===== src/rtl/fir_job_sequencer_pkg.sv =====
// Shared types for the FIR job sequencer: FSM state encoding and the
// request bundle shape used by the streamer channels.
package fir_job_sequencer_pkg;

  localparam int FIR_NB_TAPS    = 50;
  localparam int FIR_LEN_WIDTH  = 16;
  localparam int FIR_ADDR_WIDTH = 32;

  typedef enum logic [2:0] {
    IDLE    = 3'd0,
    CLEAR   = 3'd1,
    LOAD_H  = 3'd2,
    WAIT_H  = 3'd3,
    STREAM  = 3'd4,
    WAIT_XY = 3'd5,
    DONE    = 3'd6
  } fir_seq_state_t;

  // Request as seen by a streamer channel; len is wide enough for the x stream.
  typedef struct packed {
    logic                      req;
    logic [FIR_ADDR_WIDTH-1:0] addr;
    logic [FIR_LEN_WIDTH:0]    len;
  } fir_seq_req_t;

endpackage


===== src/rtl/fir_job_sequencer_channel.sv =====
// One streamer channel handshake: raises req with a stable addr/len on
// launch, holds it until ack, remembers that the request was accepted and
// keeps a sticky flag for the channel-complete pulse.
module fir_seq_channel #(
  parameter int ADDR_WIDTH = 32,
  parameter int LEN_W      = 16
) (
  input  logic                  clk,
  input  logic                  rst,
  input  logic                  clr,
  input  logic                  launch,
  input  logic                  en,
  input  logic                  ack,
  input  logic                  done_pulse,
  input  logic [ADDR_WIDTH-1:0] cfg_addr,
  input  logic [LEN_W-1:0]      cfg_len,
  output logic                  req,
  output logic [ADDR_WIDTH-1:0] addr,
  output logic [LEN_W-1:0]      len,
  output logic                  accepted,
  output logic                  done_seen
);

  logic                  req_r;
  logic [ADDR_WIDTH-1:0] addr_r;
  logic [LEN_W-1:0]      len_r;
  logic                  acc_r;
  logic                  done_r;

  // Request/flag register: launch beats clear, clear beats handshake and done.
  always_ff @(posedge clk) begin
    if (rst) begin
      req_r  <= 1'b0;
      addr_r <= {ADDR_WIDTH{1'b0}};
      len_r  <= {LEN_W{1'b0}};
      acc_r  <= 1'b0;
      done_r <= 1'b0;
    end else if (launch) begin
      req_r  <= 1'b1;
      addr_r <= cfg_addr;
      len_r  <= cfg_len;
      acc_r  <= 1'b0;
      done_r <= 1'b0;
    end else if (clr) begin
      req_r  <= 1'b0;
      addr_r <= {ADDR_WIDTH{1'b0}};
      len_r  <= {LEN_W{1'b0}};
      acc_r  <= 1'b0;
      done_r <= 1'b0;
    end else begin
      if (req_r && ack) begin
        req_r <= 1'b0;
        acc_r <= 1'b1;
      end
      if (en && done_pulse) begin
        done_r <= 1'b1;
      end
    end
  end

  assign req       = req_r;
  assign addr      = addr_r;
  assign len       = len_r;
  assign accepted  = acc_r;
  assign done_seen = done_r;

endmodule


===== src/rtl/fir_job_sequencer.sv =====
// FIR job sequencer: clear, coefficient load, tap-buffer fill, then x/y
// streaming, then a one-cycle done pulse. All outputs come from flops.
module fir_job_sequencer
  import fir_job_sequencer_pkg::*;
#(
  parameter int NB_TAPS    = FIR_NB_TAPS,
  parameter int LEN_WIDTH  = FIR_LEN_WIDTH,
  parameter int ADDR_WIDTH = FIR_ADDR_WIDTH
) (
  input  logic                  clk_i,
  input  logic                  rst_i,
  input  logic                  start_i,
  input  logic                  soft_clear_i,
  input  logic [LEN_WIDTH-1:0]  len_i,
  input  logic [ADDR_WIDTH-1:0] x_addr_i,
  input  logic [ADDR_WIDTH-1:0] h_addr_i,
  input  logic [ADDR_WIDTH-1:0] y_addr_i,
  output logic                  h_src_req_o,
  input  logic                  h_src_ack_i,
  output logic [ADDR_WIDTH-1:0] h_src_addr_o,
  output logic [LEN_WIDTH-1:0]  h_src_len_o,
  output logic                  x_src_req_o,
  input  logic                  x_src_ack_i,
  output logic [ADDR_WIDTH-1:0] x_src_addr_o,
  output logic [LEN_WIDTH:0]    x_src_len_o,
  output logic                  y_sink_req_o,
  input  logic                  y_sink_ack_i,
  output logic [ADDR_WIDTH-1:0] y_sink_addr_o,
  output logic [LEN_WIDTH-1:0]  y_sink_len_o,
  input  logic                  h_src_done_i,
  input  logic                  x_src_done_i,
  input  logic                  y_sink_done_i,
  input  logic                  tap_hs_i,
  output logic                  clear_o,
  output logic                  busy_o,
  output logic                  done_o
);

  localparam int                   CNT_W     = $clog2(NB_TAPS + 1);
  localparam logic [CNT_W-1:0]     TAPS_C    = CNT_W'(NB_TAPS);
  localparam logic [LEN_WIDTH-1:0] H_LEN_C   = LEN_WIDTH'(NB_TAPS);
  localparam logic [LEN_WIDTH:0]   X_EXTRA_C = (LEN_WIDTH + 1)'(NB_TAPS - 1);

  fir_seq_state_t        state_r, state_s;
  logic [LEN_WIDTH-1:0]  cfg_len_r;
  logic [ADDR_WIDTH-1:0] cfg_x_addr_r, cfg_h_addr_r, cfg_y_addr_r;
  logic [CNT_W-1:0]      tap_cnt_r;
  logic                  clear_r, busy_r, done_r;
  logic                  clear_s, busy_s, done_s;
  logic                  accept_start_s, seq_clr_s;
  logic                  h_launch_s, xy_launch_s, h_en_s, xy_en_s;
  logic                  h_acc_r, x_acc_r, y_acc_r;
  logic                  h_acc_s, x_acc_s, y_acc_s;
  logic                  h_done_r, x_done_r, y_done_r;
  logic [LEN_WIDTH:0]    x_len_s;

  assign accept_start_s = (state_r == IDLE) && start_i && !soft_clear_i;
  assign seq_clr_s      = soft_clear_i || (state_r == CLEAR);
  assign h_en_s         = (state_r == LOAD_H) || (state_r == WAIT_H);
  assign xy_en_s        = (state_r == STREAM) || (state_r == WAIT_XY);
  assign h_acc_s        = h_acc_r || (h_src_req_o && h_src_ack_i);
  assign x_acc_s        = x_acc_r || (x_src_req_o && x_src_ack_i);
  assign y_acc_s        = y_acc_r || (y_sink_req_o && y_sink_ack_i);
  // One extra bit so len + NB_TAPS - 1 never wraps.
  assign x_len_s        = {1'b0, cfg_len_r} + X_EXTRA_C;

  // State register.
  always_ff @(posedge clk_i) begin
    if (rst_i) begin
      state_r <= IDLE;
    end else begin
      state_r <= state_s;
    end
  end

  // Next-state logic; soft clear overrides any handshake or completion.
  always_comb begin
    state_s = state_r;
    if (soft_clear_i) begin
      state_s = IDLE;
    end else begin
      case (state_r)
        IDLE: begin
          if (start_i) begin
            state_s = (len_i == {LEN_WIDTH{1'b0}}) ? DONE : CLEAR;
          end else begin
            state_s = IDLE;
          end
        end
        CLEAR:   state_s = LOAD_H;
        LOAD_H:  state_s = h_acc_s ? WAIT_H : LOAD_H;
        WAIT_H:  state_s = ((tap_cnt_r == TAPS_C) && h_done_r) ? STREAM : WAIT_H;
        STREAM:  state_s = (x_acc_s && y_acc_s) ? WAIT_XY : STREAM;
        WAIT_XY: state_s = (x_done_r && y_done_r) ? DONE : WAIT_XY;
        DONE:    state_s = IDLE;
        default: state_s = IDLE;
      endcase
    end
  end

  // Output decode from the upcoming state so every output leaves a flop.
  always_comb begin
    clear_s     = soft_clear_i || (state_s == CLEAR);
    busy_s      = (state_s != IDLE);
    done_s      = (state_s == DONE);
    h_launch_s  = (state_r == CLEAR) && (state_s == LOAD_H);
    xy_launch_s = (state_r == WAIT_H) && (state_s == STREAM);
  end

  // Registered status outputs.
  always_ff @(posedge clk_i) begin
    if (rst_i) begin
      clear_r <= 1'b0;
      busy_r  <= 1'b0;
      done_r  <= 1'b0;
    end else begin
      clear_r <= clear_s;
      busy_r  <= busy_s;
      done_r  <= done_s;
    end
  end

  // Job configuration, captured only on an accepted start.
  always_ff @(posedge clk_i) begin
    if (rst_i) begin
      cfg_len_r    <= {LEN_WIDTH{1'b0}};
      cfg_x_addr_r <= {ADDR_WIDTH{1'b0}};
      cfg_h_addr_r <= {ADDR_WIDTH{1'b0}};
      cfg_y_addr_r <= {ADDR_WIDTH{1'b0}};
    end else if (accept_start_s) begin
      cfg_len_r    <= len_i;
      cfg_x_addr_r <= x_addr_i;
      cfg_h_addr_r <= h_addr_i;
      cfg_y_addr_r <= y_addr_i;
    end
  end

  // Tap counter, saturating at NB_TAPS, live while coefficients stream in.
  always_ff @(posedge clk_i) begin
    if (rst_i) begin
      tap_cnt_r <= {CNT_W{1'b0}};
    end else if (seq_clr_s) begin
      tap_cnt_r <= {CNT_W{1'b0}};
    end else if (h_en_s && tap_hs_i && (tap_cnt_r != TAPS_C)) begin
      tap_cnt_r <= tap_cnt_r + CNT_W'(1);
    end
  end

  fir_seq_channel #(.ADDR_WIDTH(ADDR_WIDTH), .LEN_W(LEN_WIDTH)) u_h_chan (
    .clk(clk_i), .rst(rst_i), .clr(seq_clr_s), .launch(h_launch_s), .en(h_en_s),
    .ack(h_src_ack_i), .done_pulse(h_src_done_i),
    .cfg_addr(cfg_h_addr_r), .cfg_len(H_LEN_C),
    .req(h_src_req_o), .addr(h_src_addr_o), .len(h_src_len_o),
    .accepted(h_acc_r), .done_seen(h_done_r)
  );

  fir_seq_channel #(.ADDR_WIDTH(ADDR_WIDTH), .LEN_W(LEN_WIDTH + 1)) u_x_chan (
    .clk(clk_i), .rst(rst_i), .clr(seq_clr_s), .launch(xy_launch_s), .en(xy_en_s),
    .ack(x_src_ack_i), .done_pulse(x_src_done_i),
    .cfg_addr(cfg_x_addr_r), .cfg_len(x_len_s),
    .req(x_src_req_o), .addr(x_src_addr_o), .len(x_src_len_o),
    .accepted(x_acc_r), .done_seen(x_done_r)
  );

  fir_seq_channel #(.ADDR_WIDTH(ADDR_WIDTH), .LEN_W(LEN_WIDTH)) u_y_chan (
    .clk(clk_i), .rst(rst_i), .clr(seq_clr_s), .launch(xy_launch_s), .en(xy_en_s),
    .ack(y_sink_ack_i), .done_pulse(y_sink_done_i),
    .cfg_addr(cfg_y_addr_r), .cfg_len(cfg_len_r),
    .req(y_sink_req_o), .addr(y_sink_addr_o), .len(y_sink_len_o),
    .accepted(y_acc_r), .done_seen(y_done_r)
  );

  assign clear_o = clear_r;
  assign busy_o  = busy_r;
  assign done_o  = done_r;

endmodule


===== config.mk =====
export PLATFORM = sky130hd
export DESIGN_NAME = fir_job_sequencer
export DESIGN_NICKNAME = d
export VERILOG_FILES = /design/src/rtl/fir_job_sequencer_pkg.sv /design/src/rtl/fir_job_sequencer_channel.sv /design/src/rtl/fir_job_sequencer.sv
export SDC_FILE = /design/constraint.sdc
export NUM_CORES = 1
export LEC_CHECK = 0
export BUFFER_PORTS_ARGS = -buffer_cell sky130_fd_sc_hd__buf_2
export CELL_PAD_IN_SITES_DETAIL_PLACEMENT = 1
export CELL_PAD_IN_SITES_GLOBAL_PLACEMENT = 2
export CORE_MARGIN = 2
export CORE_UTILIZATION = 29
export DETAILED_ROUTE_END_ITERATION = 10
export PLACE_DENSITY = 0.74
export SKIP_CTS_REPAIR_TIMING = 1
export SYNTH_ARGS = -nofsm -noshare
export SYNTH_HDL_FRONTEND = slang
export SYNTH_SLANG_ARGS = --single-unit

===== constraint.sdc =====
create_clock -name clk_i -period 2.2 [get_ports clk_i]
set_clock_uncertainty 0.15 [all_clocks]
set_input_delay 0.44 -clock clk_i [delete_from_list [all_inputs] [get_ports clk_i]]
set_output_delay 0.44 -clock clk_i [all_outputs]
set_load 0.05 [all_outputs]

# [After elaboration in Yosys (flattened, before gate mapping)]
# Index checks and enable logic that the tools add are counted.
[totals] regBits=265 output_inout_bits=151 word_cells=98
[classes] n_addsub=2 eq_ne=11 muxes=27 reduce_logical=34
[ops] cell="$mux 32" n=4
[ops] cell="$mux 17" n=2
[ops] cell="$mux 16" n=2
[ops] cell="$pmux 3 s6" n=1
[ops] cell="$add 16x6->17 const B" n=1
[ops] cell="$logic_not 16->1" n=1
[ops] cell="$logic_and 1x1->1" n=15
[ops] cell="$eq 3x3->1 const B" n=4
[ops] cell="$mux 3" n=4
[ops] cell="$mux 6" n=2
[ops] cell="$reduce_bool 3->1" n=4
[ops] cell="$mux 1" n=11
[ops] cell="$eq 3x2->1 const B" n=3
[ops] cell="$logic_or 1x1->1" n=7
[ops] cell="$add 6x1->6 const B" n=1
[ops] cell="$eq 3x1->1 const B" n=2
[ops] cell="$eq 6x6->1 const B" n=1
[ops] cell="$ne 6x6->1 const B" n=1
[ops] cell="$reduce_or 3->1" n=2
[ops] cell="$reduce_bool 2->1" n=2
[ops] cell="$logic_not 3->1" n=1
[ops] cell="$mux 2" n=1
[ops] cell="$reduce_or 2->1" n=1
[ops] cell="$logic_not 1->1" n=1

# [Depth between registers and ports, before layout]
# Gate-level depths: netlist of run 1.
[depth] ltp_word=9 mapped_depth=9 ltp_nobuf=6

# [Cells and area by module]
# Synthesis of run 1 repeated with hierarchy kept, for this count alone.
[hier_totals] cells_unflattened=1280 hier_area_um2=11389.7
[modules_own_cells] module="fir_job_sequencer" instances=1 cells_each=618 area_per_inst_um2=4877.2 seq_area_each_um2=2482.4
[modules_own_cells] module="fir_seq_channel (u_h_chan ...)" instances=2 cells_each=219 area_per_inst_um2=2184.6 seq_area_each_um2=1021.0
[modules_own_cells] module="fir_seq_channel (u_x_chan)" instances=1 cells_each=224 area_per_inst_um2=2143.3 seq_area_each_um2=1041.0

# [Worst setup path before layout of run 1]
# OpenSTA, ideal clock, no wires.
[synth_path] path_kind="register to register" startpoint="register tap_cnt_r[0]" endpoint="register u_x_chan.addr_r[0] (netlist: u_x_chan.addr[0])" arrival_ps=1728 t_required_ps=1918 slack_ps=190 stages_incl_launch_ff=10 synth_period_minus_slack_ps=2010 path_cell_list="dfxtp_1 -> inv_1 -> ha_1 -> nand4bb_1 -> or4_1 -> clkbuf_1 -> buf_6 -> buf_2 -> nand3_1 -> a21oi_1"
[synth_via] elab_chain_len=8 elab_cells_between_ends=9
[synth_rtl] item="start, declared" line_no="fir_job_sequencer.sv:47" source="logic [CNT_W-1:0] tap_cnt_r;"
[synth_rtl] item="start signal, assigned" line_no="fir_job_sequencer.sv:141" source="tap_cnt_r <= {CNT_W{1'b0}};"
[synth_rtl] item="start signal, assigned" line_no="fir_job_sequencer.sv:143" source="tap_cnt_r <= {CNT_W{1'b0}};"
[synth_rtl] item="start signal, assigned" line_no="fir_job_sequencer.sv:145" source="tap_cnt_r <= tap_cnt_r + CNT_W'(1);"
[synth_rtl] item="$eq 6x6->1 *" line_no="fir_job_sequencer.sv:92" source="WAIT_H: state_s = ((tap_cnt_r == TAPS_C) && h_done_r) ? STREAM : WAIT_H;"
[synth_rtl] item="$logic_and 1x1->1 *" line_no="fir_job_sequencer.sv:92"
[synth_rtl] item="$mux 3 *" line_no="fir_job_sequencer.sv:92"
[synth_rtl] item="$pmux 3 s6 *" line_no="fir_job_sequencer.sv:82" source="case (state_r)"
[synth_rtl] item="$mux 3 *" line_no="fir_job_sequencer.sv:79" source="if (soft_clear_i) begin"
[synth_rtl] item="$eq 3x3->1 *" line_no="fir_job_sequencer.sv:107" source="xy_launch_s = (state_r == WAIT_H) && (state_s == STREAM);"
[synth_rtl] item="$logic_and 1x1->1 *" line_no="fir_job_sequencer.sv:107"
[synth_rtl] item="$mux 32 / $reduce_bool 2->1 (equally long branches)"
[synth_rtl] item="end signal, assigned" line_no="fir_job_sequencer_channel.sv:34" source="addr_r <= {ADDR_WIDTH{1'b0}};"
[synth_rtl] item="end signal, assigned" line_no="fir_job_sequencer_channel.sv:40" source="addr_r <= cfg_addr;"
[synth_rtl] item="end signal, assigned" line_no="fir_job_sequencer_channel.sv:46" source="addr_r <= {ADDR_WIDTH{1'b0}};"
[synth_rtl] item="end, declared" line_no="fir_job_sequencer_channel.sv:25" source="logic [ADDR_WIDTH-1:0] addr_r;"
# Every way passes the cells marked *; elsewhere a longest branch is shown, timed or not.
# A chain may end at the register's enable or synchronous reset.

# [Final worst setup path of run 1]
[layout_path] startpoint="register tap_cnt_r[1]" endpoint="register u_x_chan.len_r[10] (netlist: u_x_chan.len[10])"
[layout_via] elab_chain_len=8 elab_cells_between_ends=9
[layout_rtl] item="$eq 6x6->1 *" line_no="fir_job_sequencer.sv:92"
[layout_rtl] item="$logic_and 1x1->1 *" line_no="fir_job_sequencer.sv:92"
[layout_rtl] item="$mux 3 *" line_no="fir_job_sequencer.sv:92"
[layout_rtl] item="$pmux 3 s6 *" line_no="fir_job_sequencer.sv:82"
[layout_rtl] item="$mux 3 *" line_no="fir_job_sequencer.sv:79"
[layout_rtl] item="$eq 3x3->1 *" line_no="fir_job_sequencer.sv:107"
[layout_rtl] item="$logic_and 1x1->1 *" line_no="fir_job_sequencer.sv:107"
[layout_rtl] item="$mux 17 / $reduce_bool 2->1 (equally long branches)"
[layout_rtl] item="end signal, assigned" line_no="fir_job_sequencer_channel.sv:35" source="len_r <= {LEN_W{1'b0}};"
[layout_rtl] item="end signal, assigned" line_no="fir_job_sequencer_channel.sv:41" source="len_r <= cfg_len;"
[layout_rtl] item="end signal, assigned" line_no="fir_job_sequencer_channel.sv:47" source="len_r <= {LEN_W{1'b0}};"
[layout_rtl] item="end, declared" line_no="fir_job_sequencer_channel.sv:26" source="logic [LEN_W-1:0] len_r;"
# Marks and branches as above.

==> impl_metrics.py, run 1 <==
metrics = {
    "cts": {
        "clk_pin_slew_worst_paths_ns": 0.06,
        "cts_max_level": 1,
        "cts_buffers": 30,
        "cts_tree": "built",
        "clk_path_buf_depth": 3,
        "clock-sinks": 263,
        "insertion_delay_ns": 0.55,
        "cts_root_buf": "clkbuf_16",
    },
    "finish": {
        "antenna_cells": 0,
        "fill_cells": 4066,
        "fin_cells": 1991,
        "nets": 1649,
        "final_area_mm2": 0.0134,
        "drive_gt1_share_pct": 22.9,
        "syn_to_final_growth_pct": 36.7,
    },
    "yosys": {
        "synth_most_common_cell": "nand2_1",
        "yosysSeqAreaShare_pct": 53.8,
        "synthFlopType": "dfxtp_1",
        "netlist_area_mm2": 0.00979,
        "yosys_warnings": 0,
        "synth_top_family_by_area": "simple AND/OR/NAND/NOR gates",
        "synth_simple_gate_area_share_pct": 23.8,
        "synth_compound_area_share_pct": 14.8,
        "avgSynthCellArea_um2": 8.04,
        "synth_edf_count": 0,
        "synth.distinct_cells": 48,
        "synth_top_cell_by_area": "dfxtp_1",
        "synth_top_area_share_pct": 53.8,
        "synth_commonest_cells": "nand2_1, dfxtp_1, a21oi_1, nand3_1, clkbuf_1",
        "synth-xor-area-share_pct": 1.70,
        "syn_inst": 1218,
        "synthAdderAreaFrac_pct": 0.383,
        "synthMuxAreaShare_pct": 0,
        "synthTopCellsByArea": "dfxtp_1, nand2_1, a21oi_1",
        "async_flop_share_pct": 0,
        "synth-seq-cells": 263,
    },
    "floorplan": {
        "dieWidth_um": 188,
        "ioPinCount": 274,
        "row_count": 67,
        "core-area_mm2": 0.0334,
        "fp.dieH_um": 188,
        "die_area_mm2": 0.0352,
        "start_util_pct": 29.3,
    },
    "global_route": {
        "globalRouteTotalUtil_pct": 17.7,
        "grt_antenna_before_repair": 2,
        "grt.overflow.total": 0,
        "grt_start_max_net_pins": 108,
        "first_global_vias": 9200,
        "grt_pass1_wl_mm": 50.7,
    },
    "critical_path": {
        "cp_max_fo": 57,
        "worstPathArrival_ns": 2.35,
        "crit_path_end_kind": "register",
        "required_ns": 2.47,
        "cp_cell_sequence": "ha_1 -> nand4bb_1 -> or4_4 -> buf_12 -> nand4b_1 -> o31ai_2",
        "max_stage_delay_ns": 0.57,
        "cpMaxStageDelayCell": "or4_4",
        "cp-start-kind": "register",
        "critPathKind": "register to register",
        "cp_top_family": "simple AND/OR/NAND/NOR gates",
        "path_buf_inv": 1,
    },
    "power": {
        "worst_ir_drop_vdd_uv": 540,
        "total_power_mw": 10.6,
        "p_leak_nw": 5.27,
        "p_per_area_mw_per_mm2": 796,
        "seq_power_share_pct": 46.3,
        "clockPowerShare_pct": 46.3,
        "internal_power_mw": 8.17,
        "switchingPower_mw": 2.48,
        "p_sw_share_pct": 23.3,
        "pwr-share-comb_pct": 7.4,
    },
    "sta": {
        "slew_viol_final": 0,
        "whs_ns": -0.0252,
        "finalSetupTns_ns": 0,
        "setup_viol": 0,
        "rsz0062_at_grt": "false",
        "max_freq_mhz": 480,
        "min_period_ns": 2.08,
        "finalHoldViolCount": 18,
        "period_share_pct": 94.6,
        "slew_headroom_pct": 56.9,
        "worst_pin_slew_ns": 0.630,
    },
    "drt": {
        "drc": 0,
        "firstDrtPassIters": 4,
        "drt_iter0_markers": 332,
        "vias_per_cell": 4.69,
        "vias": 9328,
        "drtAntennaViolNets": 0,
        "wl_per_cell_um": 16.6,
        "routed_wl_mm": 33.0,
    },
    "placed_design": {
        "place.gp.congestion": 0.770,
        "port_buffers": 260,
        "placed_area_mm2": 0.0117,
        "dp.cells": 1865,
        "dp_hpwl_mm": 21.5,
    },
    "worst_hold_path": {
        "min_path_type": "primary input to register",
    },
    "outcome": {
        "status": "finished with violations",
        "violations": "hold timing",
    },
    "run": {
        "cap_violations": 0,
    },
}
[worst reg2reg max path, delay by kind of cell, from the launching register on]
| kind | cells | cell delay, ns |
|---|---|---|
| compound gates | 1 | 0.07 |
| fa+ha+maj | 1 | 0.18 |
| buf+inv | 1 | 0.23 |
| flops | 1 | 0.38 |
| simple gates | 3 | 0.93 |
[layout by cell type, fill, tap and decap left out, types with 4 or more instances in the layout]
| cell | count |
|---|---|
| a211oi_1 | 4 |
| a21oi_1 | 244 |
| buf_12 | 11 |
| buf_2 | 259 |
| buf_4 | 29 |
| clkbuf_1 | 8 |
| clkbuf_16 | 31 |
| clkbuf_8 | 13 |
| conb_1 | 13 |
| dfxtp_1 | 263 |
| dlygate4sd3_1 | 74 |
| nand2_1 | 388 |
| nand3_1 | 93 |
| nand3b_1 | 4 |
| nand4_1 | 5 |
| nor2_1 | 22 |
| nor4_1 | 6 |
| o2bb2ai_1 | 7 |
| xnor2_1 | 14 |
| xor2_1 | 5 |
[cell families (layout without fill, tap and decap cells)]
| family | Yosys count | count (layout) |
|---|---|---|
| flip-flops | 263 | 263 |
| adder cells (fa/ha/maj) | 3 | 3 |
| AO/OA/AOI/OAI | 271 | 271 |
| XOR/XNOR | 19 | 19 |
| other | 1 | 13 |
| buffers and inverters | 115 | 428 |
| AND/OR/NAND/NOR | 546 | 546 |
[metal layers]
| metal | GRT usage (%) | vias to the layer above | share of wire, % |
|---|---|---|---|
| met5 | 0 | - | 0.039 |
| li1 | - | 4632 | - |
| met4 | 3.73 | 2 | 1.4 |
| met2 | 28.7 | 197 | 47 |
| met3 | 4.51 | 36 | 6.3 |
| met1 | 23.7 | 4461 | 45 |
[flip-flops by register name (all words and copies together) (netlist names), 3 cells and up]
register and flops:
cfg_h_addr_r 32, cfg_len_r 16, cfg_x_addr_r 32, cfg_y_addr_r 32
state_r 3, tap_cnt_r 6, u_h_chan.addr 32, u_x_chan.addr 32
u_x_chan.len 17, u_y_chan.addr 32, u_y_chan.len 16
[metrics by stage]
stage	setup slack [ns]	hold slack (ns)	utilization, %
3_5_place_dp	0.0941	0.294	34.9
4_1_cts	0.0803	-0.0493	37.9
2_1_floorplan	0.190	0.274	-
5_1_grt	0.0114	-0.000827	40.1
3_3_place_gp	0.146	0.287	34.9
6_report	0.119	-0.0252	40.1
[power groups by stage]
stage,clock network (mW),logic [mW],registers [mW]
finish,4.93,0.787,4.93
global route,5.27,0.870,4.94
CTS,5.08,0.697,4.93
detailed placement,0,0.695,5.04
global placement,0,0.687,5.03
floorplan,0,0.399,5.03
[path summary, 6_finish.rpt]
check / from / end / cells after the start / slack [ns]
worst min register to register: cfg_h_addr_r[9]$_SDFFE_PP0P_ / u_h_chan.addr[9]$_SDFFE_PP0P_ / 2 / 0.30
worst min-delay path: y_sink_done_i / u_y_chan.done_seen$_SDFFE_PP0P_ / 3 / -0.03
worst max-delay path: tap_cnt_r[1]$_SDFFE_PP0P_ / u_x_chan.len[10]$_SDFFE_PP0P_ / 6 / 0.12
worst max register to register: tap_cnt_r[1]$_SDFFE_PP0P_ / u_x_chan.len[10]$_SDFFE_PP0P_ / 6 / 0.12
[layout make-up]
class	instances	area (um2)	share of cell area, %
Inverter	2	7.51	0.0561
Timing Repair Buffer	374	2490	18.6
Clock buffer	52	985	7.36
Multi-Input combinational cell	852	4070	30.4
Sequential cell	263	5270	39.4
Tap cell	448	561	4.19
(Power assumes the default switching activity.)
==> inputs of run 2 (changes only) <==
--- a/config.mk
+++ b/config.mk
@@ -11,6 +11,7 @@
 export CORE_MARGIN = 2
 export CORE_UTILIZATION = 29
 export DETAILED_ROUTE_END_ITERATION = 10
+export MAX_ROUTING_LAYER = met4
 export PLACE_DENSITY = 0.74
 export SKIP_CTS_REPAIR_TIMING = 1
 export SYNTH_ARGS = -nofsm -noshare
==> run 2 against run 1 <==
  * The flow still finishes with violations (hold timing)
  * Sequential share of layout area decreased by 0.11 points
  * Count of clock-buffer cells in the layout did not move
  * Combinational power barely moved
  * Via count about the same
  * Cell count is 0.15% higher
  * Clock power is essentially flat
  * Largest power group unchanged
==> impl_metrics.py, run 2 (synthesized netlist as in run 1, its figures left out) <==
metrics = {
    "critical_path": {
        "crit_path_end_kind": "register",
        "worstPathArrival_ns": 2.38,
        "cp-start-kind": "register",
        "critPathKind": "register to register",
        "required_ns": 2.48,
        "cp_max_fo": 28,
    },
    "drt": {
        "vias_per_cell": 4.68,
        "routed_wl_mm": 33.3,
        "drtAntennaViolNets": 0,
        "vias": 9337,
        "wl_per_cell_um": 16.7,
        "drc": 0,
        "drt_iter0_markers": 364,
        "firstDrtPassIters": 4,
    },
    "worst_hold_path": {
        "min_path_type": "primary input to register",
    },
    "cts": {
        "cts_max_level": 1,
        "cts_tree": "built",
        "clk_path_buf_depth": 3,
        "cts_root_buf": "clkbuf_16",
        "cts_buffers": 30,
        "insertion_delay_ns": 0.55,
        "clock-sinks": 263,
        "clk_pin_slew_worst_paths_ns": 0.06,
    },
    "outcome": {
        "violations": "hold timing",
        "status": "finished with violations",
    },
    "global_route": {
        "grt_pass1_wl_mm": 50.6,
        "grt_antenna_before_repair": 2,
        "grt.overflow.total": 0,
        "first_global_vias": 9202,
        "grt_start_max_net_pins": 108,
        "globalRouteTotalUtil_pct": 18.2,
    },
    "power": {
        "pwr-share-comb_pct": 7.4,
        "p_leak_nw": 5.29,
        "switchingPower_mw": 2.49,
        "worst_ir_drop_vdd_uv": 539,
        "p_per_area_mw_per_mm2": 794,
        "internal_power_mw": 8.17,
        "clockPowerShare_pct": 46.3,
        "seq_power_share_pct": 46.3,
        "p_sw_share_pct": 23.3,
    },
    "finish": {
        "layout_commonest_cell": "nand2_1",
        "regArea_mm2": 0.00527,
        "syn_to_final_growth_pct": 37.0,
        "multi_input_area_mm2": 0.00407,
        "fill_cells": 4064,
        "nets": 1650,
        "drive_gt1_share_pct": 23.0,
        "final_cell_mix": "nand2_1, dfxtp_1, buf_2",
    },
    "sta": {
        "period_share_pct": 95.5,
        "rsz0062_at_grt": "false",
        "max_freq_mhz": 476,
        "slew_viol_final": 0,
        "finalSetupTns_ns": 0,
        "finalHoldViolCount": 18,
        "worst_pin_slew_ns": 0.619,
        "setup_viol": 0,
        "slew_headroom_pct": 57.7,
        "whs_ns": -0.0256,
        "min_period_ns": 2.10,
    },
    "floorplan": {
        "row_count": 67,
        "dieWidth_um": 188,
        "ioPinCount": 274,
        "die_area_mm2": 0.0352,
        "start_util_pct": 29.3,
        "fp.dieH_um": 188,
        "core-area_mm2": 0.0334,
    },
    "placed_design": {
        "dp_hpwl_mm": 21.5,
        "place.gp.congestion": 0.781,
        "port_buffers": 260,
    },
    "run": {
        "cap_violations": 0,
    },
}
[run 2: routing by layer]
layer / vias up / routed length [um] / share of wire [%] / global-route usage [%]
li1: 4639 / - / - / -
met1: 4456 / 15200 / 46 / 23.8
met2: 206 / 15500 / 47 / 28.6
met3: 36 / 2080 / 6.2 / 4.34
met4: 0 / 492 / 1.5 / 3.73
met5: - / 0 / 0 / -
[run 2: area by class of cell]
type / count / area share, %
antenna: 2 / 0.0373
clock buffer: 52 / 7.34
inverter: 2 / 0.0560
multi-input combinational: 852 / 30.4
sequential: 263 / 39.3
tap: 448 / 4.18
timing repair buffer: 375 / 18.8
[run 2: power groups by stage]
stage               combinational [mW]  sequential [mW]  clock, mW
finish                           0.787             4.93       4.93
global route                     0.870             4.94       5.27
CTS                              0.697             4.93       5.08
detailed placement               0.695             5.04          0
global placement                 0.687             5.03          0
floorplan                        0.399             5.03          0
[run 2: critical path: stages (launching register included)]
cell,delay (ns)
dfxtp_1,0.38
ha_1,0.18
nand4bb_1,0.20
or4_4,0.61
clkbuf_16,0.25
nand4b_1,0.12
o31ai_2,0.07
[run 2: per-stage QoR]
stage	total power [mW]	cell area (um2)	utilization [%]	cells	setup WS, ns
4_1_cts	10.7	12600	37.9	1917	0.0803
3_3_place_gp	5.72	11700	34.9	1865	0.146
5_1_grt	11.1	13400	40.2	1994	0.00291
2_1_floorplan	5.43	9830	-	1230	0.190
3_5_place_dp	5.73	11700	34.9	1865	0.0941
6_report	10.7	13400	40.2	1994	0.0983
[run 2: final timing paths]
check                                                        to  cells past startpoint                          start  slack, ns
worst max register to register     u_x_chan.len[8]$_SDFFE_PP0P_                      6      tap_cnt_r[1]$_SDFFE_PP0P_        0.1
worst min-delay path            u_y_chan.done_seen$_SDFFE_PP0P_                      3                  y_sink_done_i      -0.03
worst min register to register   u_x_chan.addr[16]$_SDFFE_PP0P_                      2  cfg_x_addr_r[16]$_SDFFE_PP0P_       0.30
worst max-delay path               u_x_chan.len[8]$_SDFFE_PP0P_                      6      tap_cnt_r[1]$_SDFFE_PP0P_        0.1
==> inputs of run 3 (changes only) <==
--- a/config.mk
+++ b/config.mk
@@ -5,6 +5,7 @@
 export SDC_FILE = /design/constraint.sdc
 export NUM_CORES = 1
 export LEC_CHECK = 0
+export ABC_AREA = 1
 export BUFFER_PORTS_ARGS = -buffer_cell sky130_fd_sc_hd__buf_2
 export CELL_PAD_IN_SITES_DETAIL_PLACEMENT = 1
 export CELL_PAD_IN_SITES_GLOBAL_PLACEMENT = 2
==> run 3 against run 2 <==
  * The flow still finishes with violations (hold timing)
  * Sequential cell count unchanged
  * Combinational power up 7.8%
  * Cell count up 2.2%
  * Total power up 4.8%
  * Critical path depth up 5
  * Fmax up 0.95%
  * Design area up 0.43%
  * Hold slack better by 0.025 ns
  * Critical path type unchanged
  * Largest power group is now clock
==> impl_metrics.py, run 3 <==
metrics = {
    "outcome": {
        "status": "finished with violations",
        "violations": "hold timing",
    },
    "yosys": {
        "synthTopCellsByArea": "dfxtp_1, nand2_1, nand3_1",
        "synthFlopType": "dfxtp_1",
        "async_flop_share_pct": 0,
        "yosysSeqAreaShare_pct": 51.2,
        "yosys_warnings": 0,
        "synth-seq-cells": 263,
        "synth_top_area_share_pct": 51.2,
        "synth_top_cell_by_area": "dfxtp_1",
        "synth_most_common_cell": "nand2_1",
        "syn_inst": 1313,
        "synth_edf_count": 0,
        "avgSynthCellArea_um2": 7.83,
        "synth_commonest_cells": "nand2_1, dfxtp_1, nand3_1, nand4_1, a21oi_1",
        "netlist_area_mm2": 0.0103,
        "synth.distinct_cells": 30,
    },
    "critical_path": {
        "cp_top_family": "simple AND/OR/NAND/NOR gates",
        "crit_top_cell": "nand3_1",
        "cp-start-kind": "register",
        "worstPathArrival_ns": 2.43,
        "cp_max_fo": 21,
        "crit_path_end_kind": "register",
        "cpMaxStageDelayCell": "dfxtp_1",
        "r2r_slack_ns": 0.12,
        "path_buf_inv": 4,
        "max_stage_delay_ns": 0.37,
        "critPathKind": "register to register",
        "required_ns": 2.55,
        "cp_cell_sequence": "buf_4 -> inv_1 -> nand3_1 -> o21ai_0 -> nor2_1 -> nand4_1 -> nor2_4 -> buf_12 -> clkbuf_16 -> nand3_1 -> nand2_1",
    },
    "placed_design": {
        "dp_hpwl_mm": 23.9,
        "dp.cells": 1954,
        "place.gp.congestion": 0.794,
        "placed_area_mm2": 0.0121,
        "port_buffers": 260,
    },
    "sta": {
        "whs_ns": -0.000369,
        "finalHoldViolCount": 1,
        "worst_pin_slew_ns": 0.604,
        "min_period_ns": 2.08,
        "setup_viol": 0,
        "slew_viol_final": 0,
        "max_freq_mhz": 480,
        "rsz0062_at_grt": "false",
        "period_share_pct": 94.6,
        "slew_headroom_pct": 59.7,
        "finalSetupTns_ns": 0,
    },
    "cts": {
        "cts_buffers": 31,
        "clk_pin_slew_worst_paths_ns": 0.06,
        "insertion_delay_ns": 0.56,
        "cts_root_buf": "clkbuf_16",
        "clk_path_buf_depth": 3,
        "cts_tree": "built",
        "clock-sinks": 263,
        "cts_max_level": 1,
    },
    "finish": {
        "nets": 1676,
        "fill_cells": 4227,
        "syn_to_final_growth_pct": 31.1,
        "final_cell_mix": "nand2_1, dfxtp_1, buf_2",
        "final_area_mm2": 0.0135,
        "drive_gt1_share_pct": 23.7,
        "layout_commonest_cell": "nand2_1",
        "fin_cells": 2037,
        "final_core_util_pct": 38.8,
    },
    "global_route": {
        "grt_pass1_wl_mm": 56.7,
        "grt_antenna_before_repair": 6,
        "first_global_vias": 9949,
        "grt_start_max_net_pins": 89,
        "grt.overflow.total": 0,
        "globalRouteTotalUtil_pct": 19.8,
    },
    "drt": {
        "drc": 0,
        "routed_wl_mm": 36.9,
        "wl_per_cell_um": 18.1,
        "vias": 10116,
        "firstDrtPassIters": 5,
        "vias_per_cell": 4.97,
        "drt_iter0_markers": 399,
        "drtAntennaViolNets": 0,
    },
    "power": {
        "total_power_mw": 11.2,
        "p_leak_nw": 6.17,
        "p_per_area_mw_per_mm2": 829,
        "worst_ir_drop_vdd_uv": 583,
    },
    "floorplan": {
        "row_count": 68,
        "start_util_pct": 29.6,
        "fp.dieH_um": 192,
        "die_area_mm2": 0.0370,
        "dieWidth_um": 192,
        "ioPinCount": 274,
        "core-area_mm2": 0.0347,
    },
    "run": {
        "cap_violations": 0,
    },
    "worst_hold_path": {
        "min_path_type": "primary input to register",
    },
}
## run 3: changes by cell type in the layout (fill, tap and decap cells not counted), moves of 14 or more
cell	previous run	this run
inv_1	2	40
a21oi_1	244	126
nand4_1	5	138
dlygate4sd3_1	74	15
o21ai_0	2	18
xnor2_1	14	0
nand2_1	388	312
nand3_1	93	208
## run 3: per-layer routing
metal / up-vias / global-route usage, % / routed length (um)
li1: 4963 / - / -
met1: 4865 / 26.8 / 17100
met4: 0 / 4.70 / 759
met2: 237 / 30.6 / 16900
met5: - / - / 0
met3: 51 / 3.75 / 2080
## run 3: worst paths after layout
check                                                     from                             end  cells past startpoint
worst max-delay path                     state_r[0]$_SDFF_PP0_   u_x_chan.len[10]$_SDFFE_PP0P_                     11
worst min-delay path                               x_addr_i[4]    cfg_x_addr_r[4]$_SDFFE_PP0P_                      3
worst max register to register           state_r[0]$_SDFF_PP0_   u_x_chan.len[10]$_SDFFE_PP0P_                     11
worst min register to register  u_h_chan.addr[24]$_SDFFE_PP0P_  u_h_chan.addr[24]$_SDFFE_PP0P_                      2
## run 3: final cells by class
cell class | instances | area (um2) | share of cell area, %
antenna | 7 | 17.5 | 0.130
timing repair buffer | 319 | 2020 | 15.0
tap | 455 | 569 | 4.23
clock buffer | 49 | 953 | 7.08
clock inverter | 9 | 126 | 0.938
inverter | 45 | 178 | 1.32
sequential | 263 | 5270 | 39.1
multi-input combinational | 890 | 4340 | 32.2
## run 3: worst register-to-register path, delay by kind of cell (launching register included)
kind / cells / cell delay [ns]
flops: 1 / 0.37
simple gates: 6 / 0.83
buf+inv: 4 / 0.57
compound gates: 1 / 0.12
## run 3: cells by family after synthesis
family | share of synthesized area [%]
AOI/OAI and AO/OA | 7.37
xor gates and xnor gates | 0.682
adders and majority gates | 0.365
buffers and inverters | 7.29
DFF | 51.2
other | 0.0365
and+or+nand+nor | 33.0
## run 3: per-stage QoR
stage                     setup slack, ns  hold WS, ns
final                               0.118    -0.000369
after global routing             0.000698     0.000381
after CTS                          0.0239      -0.0332
after detailed placement          -0.0184        0.285
after global placement             0.0379        0.285
after floorplan                     0.435        0.282
## run 3: where the power goes
part	switching, mW	leakage (nW)	total (mW)	internal [mW]
combinational	0.574	3.51	0.848	0.275
sequential	0.0730	2.13	4.95	4.87
clock	2.07	0.532	5.37	3.30
